## config.mk

```make
export PLATFORM = sky130hd
export DESIGN_NAME = serial_subtractor_flat
export DESIGN_NICKNAME = d
export VERILOG_FILES = /design/src/rtl/serial_subtractor_pkg.sv /design/src/rtl/serial_subtractor_if.sv /design/src/rtl/half_subtractor.sv /design/src/rtl/serial_subtractor.sv /design/src/flat_wrapper.sv
export SDC_FILE = /design/constraint.sdc
export NUM_CORES = 1
export LEC_CHECK = 0
export CORE_MARGIN = 4
export CORE_UTILIZATION = 32
export CTS_CLUSTER_DIAMETER = 150
export DETAILED_ROUTE_END_ITERATION = 6
export HOLD_SLACK_MARGIN = 0.08
export PLACE_DENSITY = 0.65
export SETUP_SLACK_MARGIN = 0.1
export SLEW_MARGIN = 20
export SYNTH_ARGS = -nofsm -noshare
export SYNTH_HDL_FRONTEND = slang
export SYNTH_SLANG_ARGS = --single-unit
```

## constraint.sdc

```tcl
create_clock -name clk -period 1.8 [get_ports clk]
set_clock_uncertainty 0.05 [all_clocks]
set_input_delay 0.36 -clock clk [delete_from_list [all_inputs] [get_ports clk]]
set_output_delay 0.36 -clock clk [all_outputs]
set_load 0.05 [all_outputs]
```

## src/rtl/serial_subtractor_pkg.sv

```systemverilog
// Shared definitions for the bit-serial subtractor.
//   state_e : FSM state encoding (idle / shifting / result-ready)
//   clog2   : constant function sizing the bit counter
package serial_subtractor_pkg;

    typedef enum logic [1:0] {
        StIdle  = 2'd0,
        StShift = 2'd1,
        StDone  = 2'd2
    } state_e;

    // Ceiling log2, used at elaboration time only; returns at least 1 so a
    // counter built from it always has a legal width.
    function automatic int unsigned clog2(input int unsigned value);
        int unsigned result;
        result = 0;
        for (int unsigned v = value - 1; v > 0; v = v >> 1) begin
            result++;
        end
        if (result == 0) begin
            result = 1;
        end
        return result;
    endfunction

endpackage

```

## src/rtl/serial_subtractor_if.sv

```systemverilog
// Operand/result bundle for serial_subtractor.
//   master : drives start, a, b; observes diff, borrow_out, busy, done
//   slave  : the subtractor side of the same signals
interface serial_subtractor_if #(
    parameter int unsigned WIDTH = 8
) ();

    logic             start;
    logic [WIDTH-1:0] a;
    logic [WIDTH-1:0] b;
    logic [WIDTH-1:0] diff;
    logic             borrow_out;
    logic             busy;
    logic             done;

    modport master (
        output start, a, b,
        input  diff, borrow_out, busy, done
    );

    modport slave (
        input  start, a, b,
        output diff, borrow_out, busy, done
    );

endinterface

```

## src/rtl/half_subtractor.sv

```systemverilog
// Combinational half subtractor: one-bit a - b.
//   a_i, b_i  : operand bits
//   diff_o    : a ^ b
//   borrow_o  : 1 when a=0 and b=1
module half_subtractor (
    input  logic a_i,
    input  logic b_i,
    output logic diff_o,
    output logic borrow_o
);

    assign diff_o   = a_i ^ b_i;
    assign borrow_o = ~a_i & b_i;

endmodule

```

## src/rtl/serial_subtractor.sv

```systemverilog
// Bit-serial subtractor: diff = a - b, LSB first, one bit per clock.
//   clk  : rising-edge clock
//   rst  : synchronous active-high reset
//   bus  : slave modport carrying start/a/b in and diff/borrow_out/busy/done out
// Operands are captured when start is seen in idle; WIDTH shift cycles later
// the result and final borrow (a < b unsigned) are registered and done pulses
// for one cycle, after which the block returns to idle.
module serial_subtractor
    import serial_subtractor_pkg::*;
#(
    parameter int unsigned WIDTH = 8
) (
    input  logic                 clk,
    input  logic                 rst,
    serial_subtractor_if.slave   bus
);

    localparam int unsigned      CntW   = clog2(WIDTH);
    localparam logic [CntW-1:0]  CntMax = CntW'(WIDTH - 1);

    state_e             state_q, state_d;
    logic [WIDTH-1:0]   a_q, a_d;
    logic [WIDTH-1:0]   b_q, b_d;
    logic [WIDTH-1:0]   dsr_q, dsr_d;
    logic               br_q, br_d;
    logic [CntW-1:0]    cnt_q, cnt_d;
    logic [WIDTH-1:0]   diff_q, diff_d;
    logic               borrow_q, borrow_d;

    // Full subtractor from two half subtractors: first a-b, then minus the
    // incoming borrow; either stage borrowing produces the outgoing borrow.
    logic hs1_diff, hs1_borrow;
    logic bit_d, hs2_borrow;
    logic br_next;

    half_subtractor u_hs_ab (
        .a_i      (a_q[0]),
        .b_i      (b_q[0]),
        .diff_o   (hs1_diff),
        .borrow_o (hs1_borrow)
    );

    half_subtractor u_hs_br (
        .a_i      (hs1_diff),
        .b_i      (br_q),
        .diff_o   (bit_d),
        .borrow_o (hs2_borrow)
    );

    assign br_next = hs1_borrow | hs2_borrow;

    always_comb begin
        state_d  = state_q;
        a_d      = a_q;
        b_d      = b_q;
        dsr_d    = dsr_q;
        br_d     = br_q;
        cnt_d    = cnt_q;
        diff_d   = diff_q;
        borrow_d = borrow_q;

        case (state_q)
            StIdle: begin
                if (bus.start) begin
                    a_d     = bus.a;
                    b_d     = bus.b;
                    br_d    = 1'b0;
                    cnt_d   = '0;
                    state_d = StShift;
                end
            end
            StShift: begin
                a_d   = a_q >> 1;
                b_d   = b_q >> 1;
                // New result bit enters at the MSB so the LSB-first stream
                // ends up in place after WIDTH shifts.
                dsr_d = (dsr_q >> 1) | (WIDTH'(bit_d) << (WIDTH - 1));
                br_d  = br_next;
                if (cnt_q == CntMax) begin
                    diff_d   = dsr_d;
                    borrow_d = br_next;
                    state_d  = StDone;
                end else begin
                    cnt_d = cnt_q + CntW'(1);
                end
            end
            StDone: begin
                state_d = StIdle;
            end
            default: begin
                state_d = StIdle;
            end
        endcase
    end

    always_ff @(posedge clk) begin
        if (rst) begin
            state_q  <= StIdle;
            a_q      <= '0;
            b_q      <= '0;
            dsr_q    <= '0;
            br_q     <= 1'b0;
            cnt_q    <= '0;
            diff_q   <= '0;
            borrow_q <= 1'b0;
        end else begin
            state_q  <= state_d;
            a_q      <= a_d;
            b_q      <= b_d;
            dsr_q    <= dsr_d;
            br_q     <= br_d;
            cnt_q    <= cnt_d;
            diff_q   <= diff_d;
            borrow_q <= borrow_d;
        end
    end

    assign bus.diff       = diff_q;
    assign bus.borrow_out = borrow_q;
    assign bus.busy       = (state_q != StIdle);
    assign bus.done       = (state_q == StDone);

endmodule
```

## src/flat_wrapper.sv

```systemverilog
// flat-port wrapper written by rule: the top's interface ports become plain ports
module serial_subtractor_flat import serial_subtractor_pkg::*;
#(
    parameter int unsigned WIDTH = 8
)
  (clk, rst, bus_start, bus_a, bus_b, bus_diff, bus_borrow_out, bus_busy, bus_done);
  serial_subtractor_if #(.WIDTH(WIDTH)) bus_i ();
  input  logic clk;
  input  logic rst;
  input wire logic [$bits(bus_i.start)-1:0] bus_start;
  input wire logic [$bits(bus_i.a)-1:0] bus_a;
  input wire logic [$bits(bus_i.b)-1:0] bus_b;
  output wire logic [$bits(bus_i.diff)-1:0] bus_diff;
  output wire logic [$bits(bus_i.borrow_out)-1:0] bus_borrow_out;
  output wire logic [$bits(bus_i.busy)-1:0] bus_busy;
  output wire logic [$bits(bus_i.done)-1:0] bus_done;
  assign bus_i.start = bus_start;
  assign bus_i.a = bus_a;
  assign bus_i.b = bus_b;
  assign bus_diff = bus_i.diff;
  assign bus_borrow_out = bus_i.borrow_out;
  assign bus_busy = bus_i.busy;
  assign bus_done = bus_i.done;
  serial_subtractor #(.WIDTH(WIDTH)) u_core (.clk(clk), .rst(rst), .bus(bus_i));
endmodule
```

== Word-level counts from Yosys, hierarchy flattened ==
Cells that the tools add are included.
Cells by class
  eq/ne operators: 6
  add/sub/neg operators: 1
  reduce and logical (&&, ||, !) cells: 7
  mux-type cells: 12
  bitwise operators: 8
Operators with widths (number)
  $pmux 8 s2: 2
  $mux 8: 2
  $or 7x8->8: 1
  $mux 3: 2
  $pmux 3 s2: 1
  $reduce_and 2->1: 3
  $mux 2: 2
  $ne 2x2->1 const B: 2
  $pmux 2 s2: 1
  $reduce_bool 2->1: 2
  $add 3x1->3 const B: 1
  $eq 3x3->1 const B: 1
  $reduce_and 3->1: 1
  $and 1x1->1: 2
  $eq 2x1->1 const B: 1
  $eq 2x2->1 const B: 1
  $logic_not 2->1: 1
  $ne 2x1->1 const B: 1
  $not 1->1: 2
  $pmux 1 s2: 1
  $xor 1x1->1: 2
  $mux 1: 1
  $or 1x1->1: 1
Storage, ports and cells
  input port bits: 19
  output and inout port bits: 11
  bits in registers: 39
  word-level logic and storage cells: 42

== Logic depth before layout (Yosys ltp) ==
  depth after elaboration: 5
  gate-level depth with buffers: 5

== Cells and area by module ==
A second synthesis with hierarchy kept.
Second synthesis, totals
  cells, all modules: 179
  area total of the unflattened synthesis: 1607.8 µm²
Modules (own cells, without submodules)
  serial_subtractor: times used 1, cells each 173, seq. area each 760.7 µm², area an instance 1567.8 µm²
  half_subtractor: times used 2, cells each 3, seq. area each 0.0 µm², area an instance 20.0 µm²

== Worst setup path after synthesis ==
OpenSTA, ideal clock, no wires.
  kind: reg2out
  from: register u_core.state_q[1]
  to: output bus_done
  stages on the path, launching flop included: 4
  data required time: 1390 ps
  path slack: -80 ps
  arrival time: 1470 ps
  cells stage by stage: dfxtp_1 -> buf_2 -> clkbuf_1 -> nor2b_1
Between the ends
  word-level cells in the longest chain between the ends: 1
Ends and longest elaborated chain
  start: declaration: RTL line serial_subtractor.sv:21  | state_e state_q, state_d;
  start signal: assignment: RTL line serial_subtractor.sv:98  | state_q <= StIdle;
  start signal: assignment: RTL line serial_subtractor.sv:107  | state_q <= state_d;
  $eq 2x2->1: RTL line serial_subtractor.sv:121  | assign bus.done = (state_q == StDone);
  end: declaration: RTL line flat_wrapper.sv:16  | output wire logic [$bits(bus_i.done)-1:0] bus_done;
No other way between the ends.

== Final worst setup path ==
  from: register u_core.state_q[0]
  to: output bus_busy
Between the ends
  word-level cells in the longest chain between the ends: 1
Ends and longest elaborated chain
  $reduce_bool 2->1: RTL line serial_subtractor.sv:120  | assign bus.busy = (state_q != StIdle);
  end: declaration: RTL line flat_wrapper.sv:15  | output wire logic [$bits(bus_i.busy)-1:0] bus_busy;
No other way between the ends.

==> results.md <==
- Leaving out fill and tap cells, the most frequent cells in the layout are a21oi_1, dfxtp_1, nor2_1.
- Cells with a size suffix above 1 make up 12.9% of the layout.
- The setup total negative slack is 0 ns.
- The commonest non-fill, non-tap cell in the layout is a21oi_1.
- The kind of launch point of the worst setup path is a register.
- The routed wirelength normalized by instance count is 12.1 um.
- The hold-fix buffer count after cts is 0.
- Clock latency on the worst-skew pair, taken at its later pin, is 0.29 ns.
- For the pin with the worst max-slew slack, the measured transition is 0.398 ns.
- The required time at the endpoint of the critical path is 1.39 ns.
- In this run, synthesis produced a sequential element count of 38.
- The area of the multi-input gates is 838 um2.
- The CTS root buffer is clkbuf_8.
- The iteration-0 DRC count of the detailed router is 157.
- The analysis attributes to net switching a power of 449 uW.
- In this run the mean area of a mapped cell was approximately 8 um2.
- The end-of-flow core utilization is about 43%.
- The number of clock buffers added by TritonCTS is 5.
- The highest attainable clock frequency is between 600 and 700 MHz.
- The proportion of power drawn by flip-flops and latches is 49.4%.
- Before antenna repair, the detailed router went through 4 iterations.
- The final wirelength is 3.86 mm.
- The classification of the worst setup path is reg2out.
- For this run, design rule violations remaining after detail routing come to 0.
- The number of diodes added for antenna fixing is 0.
- The number of routed nets with antenna violations is 0.
- Summing all non-filler instances in the final layout gives an area of 0.00224 mm2.
- The placed instance count is 311.
- The count of pins over their slew limit was 0.
- The number of fill cells in the layout is 538.
- The internal portion of the total power is 1.40 mW.
- The vertical die dimension is between 80 and 90 um.
- For this run the aggregate overflow at the end of global routing stands at 0.
- After legalization and detailed placement, the total HPWL measured 2.62 mm.
- Data on the critical path arrives at its endpoint at 1.21 ns.
- The number of port buffers is 29.
- The number of antenna violations at the first check in global routing is 0.
- The worst path needs 1.62 ns of the cycle, external delays included.
- The worst slack at placement is 0.0459 ns.
- Summing all placed instances gives a cell area of 0.00213 mm2.
- The share of total power dissipated in the clock network is around 37%.
- In the global route stage, overall resource usage came out at about an eighth.
- The min-delay analysis places its worst path in the category reg2reg.
- For this configuration, the core starts out at a cell density of about a third.
- The sequential fraction of the synthesis area is 43.6%.
- Summing internal, switching and leakage power gives 1.85 mW.
- The congestion estimate from routability-driven global placement came to 0.696.
- The total setup violations reported at the end of the flow is 0.
- Summing all flip-flop and latch instances after layout gives 761 um2.
- Of all nets on the critical path, the largest fanout is 24.
- The CTS tree is built.
- Headroom to the max-slew limit came out at 73.4%.
- The total number of vias is approximately 1,500.
- The worst path meets setup with 0.182 ns of slack.
- The floorplan step defined a die boundary enclosing 0.00670 mm2.
- The horizontal extent of the die is 81.9 um.
- The count of maximum capacitance violations is 0.
- The power per unit of standard cell area is 824 mW/mm2.
- Synthesis instantiated 22 different standard cells from the library.
- The leakage power is between 0.8 and 0.9 nW.
- The H-tree generated during clock tree synthesis spans 2 levels.
- The switching power as a share of total power is around 24%.
- The synthesized netlist occupies a cell area of 0.00175 mm2.
- The net count after synthesis is 241.
- On the final layout, the worst hold slack is 0.408 ns.
- The worst voltage drop across the vdd grid is 343 uV.
- The core region is 0.00520 mm2.
- The maximum number of pins on one net before global-route repair is 34.
- The row count is 26.
- In this run, the combinational gates consume 13.8% of the power.
- Excluding fillers, the count of instances in the completed layout stands at ~320.
- The count of mapped cells out of synthesis is around 220.
- The number of placed I/O pins is 30.
- The post-CTS setup buffer count is 0.
- The run finished with clean final reports.
- Setup repair after global routing left no endpoint under its margin.
- The endpoint type of the worst setup path is an output pin.
- Yosys printed 0 warnings.
- From synthesis to final layout, the design area changed by 28.5%.
- The number of hold violations in the final report is 0.
- The number of clock sinks seen by CTS is 38.
- The clock transition at the registers of the reported paths is 0.07 ns.
- The ratio of routed vias to standard cells is 4.82.
- After the last flow step, the layout net total stands at 270.
- The global-route wire length before repair is 6.50 mm.
- The clock passes through at most 2 buffers.
- The portion of the clock cycle consumed by the worst path in the final layout is 89.9%.
- The number of global-route vias before repair is 1,424.
## sequential cells by signal, summed over array words and instances, names as in the netlist
signal	count
u_core.state_q	2
u_core.cnt_q	3
u_core.dsr_q	7
u_core.bus.diff	8
u_core.bus.borrow_out	1
u_core.a_q	8
u_core.b_q	8
u_core.br_q	1
## layout make-up
| cell class | count | share of cell area [%] |
|---|---|---|
| timing repair buffer | 40 | 17.2 |
| sequential | 38 | 33.9 |
| clock buffer | 8 | 4.91 |
| tap | 70 | 3.90 |
| inverter | 16 | 2.68 |
| multi-input combinational | 147 | 37.4 |
## cell usage after synthesis
cell type / n / area share, %
a21oi_1: 46 / 13
dfxtp_1: 38 / 44
nor2_1: 26 / 5.6
nand2_1: 25 / 5.4
inv_1: 16 / 3.4
o221a_1: 14 / 9.0
buf_2: 11 / 3.2
nand3_1: 8 / 2.3
nand2b_1: 7 / 2.5
clkbuf_1: 6 / 1.3
nor2b_1: 4 / 1.4
nand3b_1: 3 / 1.3
o21ai_0: 3 / 0.86
ha_1: 2 / 1.4
o21ai_1: 2 / 0.57
o22a_1: 2 / 1.0
a311oi_1: 1 / 0.50
buf_6: 1 / 0.65
fa_1: 1 / 1.1
nor4b_2: 1 / 0.86
o31ai_1: 1 / 0.43
or2_1: 1 / 0.36
## critical path: stages, from the launching register on
cell and delay, ns:
dfxtp_1 0.32, buf_6 0.17, or2_1 0.27, buf_12 0.16
## path summary, 6_finish.rpt
path / startpoint / to / slack (ns) / depth (start not counted)
max: u_core.state_q[0] / bus_busy / 0.18 / 3
max reg2reg: u_core.cnt_q[0] / u_core.cnt_q[1] / 0.33 / 5
min: u_core.dsr_q[1] / u_core.dsr_q[1] / 0.41 / 2
min reg2reg: u_core.dsr_q[1] / u_core.dsr_q[1] / 0.41 / 2
## power by group through the flow
stage          Clock (mW)  Sequential [mW]  Combinational (mW)
6_report            0.679            0.913               0.256
2_1_floorplan           0            0.925               0.167
3_3_place_gp            0            0.931               0.251
3_5_place_dp            0            0.931               0.255
4_1_cts             0.699            0.912               0.256
5_1_grt             0.736            0.918               0.287
## layer usage
| layer | GRT usage (%) | share of wire, % |
|---|---|---|
| met4 | 4.49 | 0.70 |
| met3 | 3.40 | 4.8 |
| met1 | 16.8 | 51 |
| met5 | 0 | 0 |
| met2 | 18.7 | 44 |
## kinds of logic after synthesis
logic type / count (synthesis) / share of synthesized area, %
compound gates: 69 / 25.6
fa+ha+maj: 3 / 2.58
flops: 38 / 43.6
buf+inv: 34 / 8.53
simple gates: 75 / 19.7
## what timing repair did
item	4_1_cts	5_1_grt
hold endpoints to repair	0	0
gates resized for setup	0	1
setup endpoints to repair	0	1
Power figures use the tool's default switching activity.
==> RTL edit (same flow settings) <==
The 3 states of `state_e` get a one-hot encoding in 3 bits.
--- a/src/rtl/serial_subtractor_pkg.sv
+++ b/src/rtl/serial_subtractor_pkg.sv
@@ -4,8 +4,8 @@
 package serial_subtractor_pkg;
 
-    typedef enum logic [1:0] {
-        StIdle  = 2'd0,
-        StShift = 2'd1,
-        StDone  = 2'd2
+    typedef enum logic [2:0] {
+        StIdle  = 3'b001,
+        StShift = 3'b010,
+        StDone  = 3'b100
     } state_e;
 
Behaviour: no difference found for any inputs over 10 cycles, from zero or initial values and one cycle with rst high; not proved beyond that.
==> RTL edit against the unedited design <==
- sequential cell count up 1
- area after synthesis down 0.86%
- final area up 4.7%
- hold slack better by 1.2 ps
- routed wire length down 2.8%
- non-clock buffer count up 5
- power down 1.8%
- worst setup slack worse by 46 ps
- critical path type is now reg -> reg
- critical endpoint is now u_core.cnt_q[0]$_SDFFE_PP0P_
==> RTL edit: results (changes against the unedited design) <==
power density cells 772 nW/um^2 (-6.3%); Reg-to-Reg End u_core.cnt_q[0]$_SDFFE_PP0P_; hpwl dp 2.44 mm (-6.7%); multi-input combinational area share 39.3% (+1.9 points); Signal buffers 45 (+13%); most frequent cells after synthesis 58 x nand2_1, 39 x dfxtp_1, 16 x nor3_1; r2r startpoint u_core.cnt_q[1]$_SDFFE_PP0P_; CP Data Arrival Time 1800 ps (+590 ps); routing usage on met3 3.07% (-0.33 points); WL met1 1.72 mm (-12%); CP max-delay cell or3b_4; Crit. Startpoint u_core.cnt_q[1]$_SDFFE_PP0P_; register area share after synthesis 45.1% (+1.5 points); dpl ws -145 ps (-191 ps); GR Util met1 15.3% (-1.5 points); CP endpoint u_core.cnt_q[0]$_SDFFE_PP0P_; placed cell areas 2150 sq um (+0.94%); Clock buf/inv share 3.94% (-0.97 points); Sw Ratio 26.7% (+2.4 points); outcome finished clean; routed wire length 3.75 mm (-2.8%); final non-filler cell total 300 (-6.0%); Seq area share 33.8% (-0.097 points); relative slew slack 73.8% (+0.35 points); Synth Net Count 216 (-10%); Signal buf overhead 18.9% (+1.7 points); gr usage total 12.2% (-0.19 points); top post-synthesis cells by area dfxtp_1 45%, nand2_1 13%, a311oi_2 8.7%; Synth Area in Compound Gates 16.6% (-9.0 points); met2 routed WL 1.82 mm (+7.6%)
==> RTL edit: how the worst min path moves through the flow <==
stage | from | end | slack, ps | cells after the start
2_1_floorplan | u_core.dsr_q[1]$_SDFFE_PP0N_ | u_core.bus.diff[0]$_SDFFE_PP0P_ | 380 | 2
3_3_place_gp | u_core.dsr_q[1]$_SDFFE_PP0N_ | u_core.dsr_q[1]$_SDFFE_PP0N_ | 400 | 2
3_5_place_dp | u_core.dsr_q[1]$_SDFFE_PP0N_ | u_core.bus.diff[0]$_SDFFE_PP0P_ | 400 | 2
4_1_cts | u_core.bus.diff[6]$_SDFFE_PP0P_ | u_core.bus.diff[6]$_SDFFE_PP0P_ | 410 | 2
5_1_grt | u_core.bus.diff[6]$_SDFFE_PP0P_ | u_core.bus.diff[6]$_SDFFE_PP0P_ | 430 | 2
6_report | u_core.bus.diff[4]$_SDFFE_PP0P_ | u_core.bus.diff[4]$_SDFFE_PP0P_ | 410 | 2
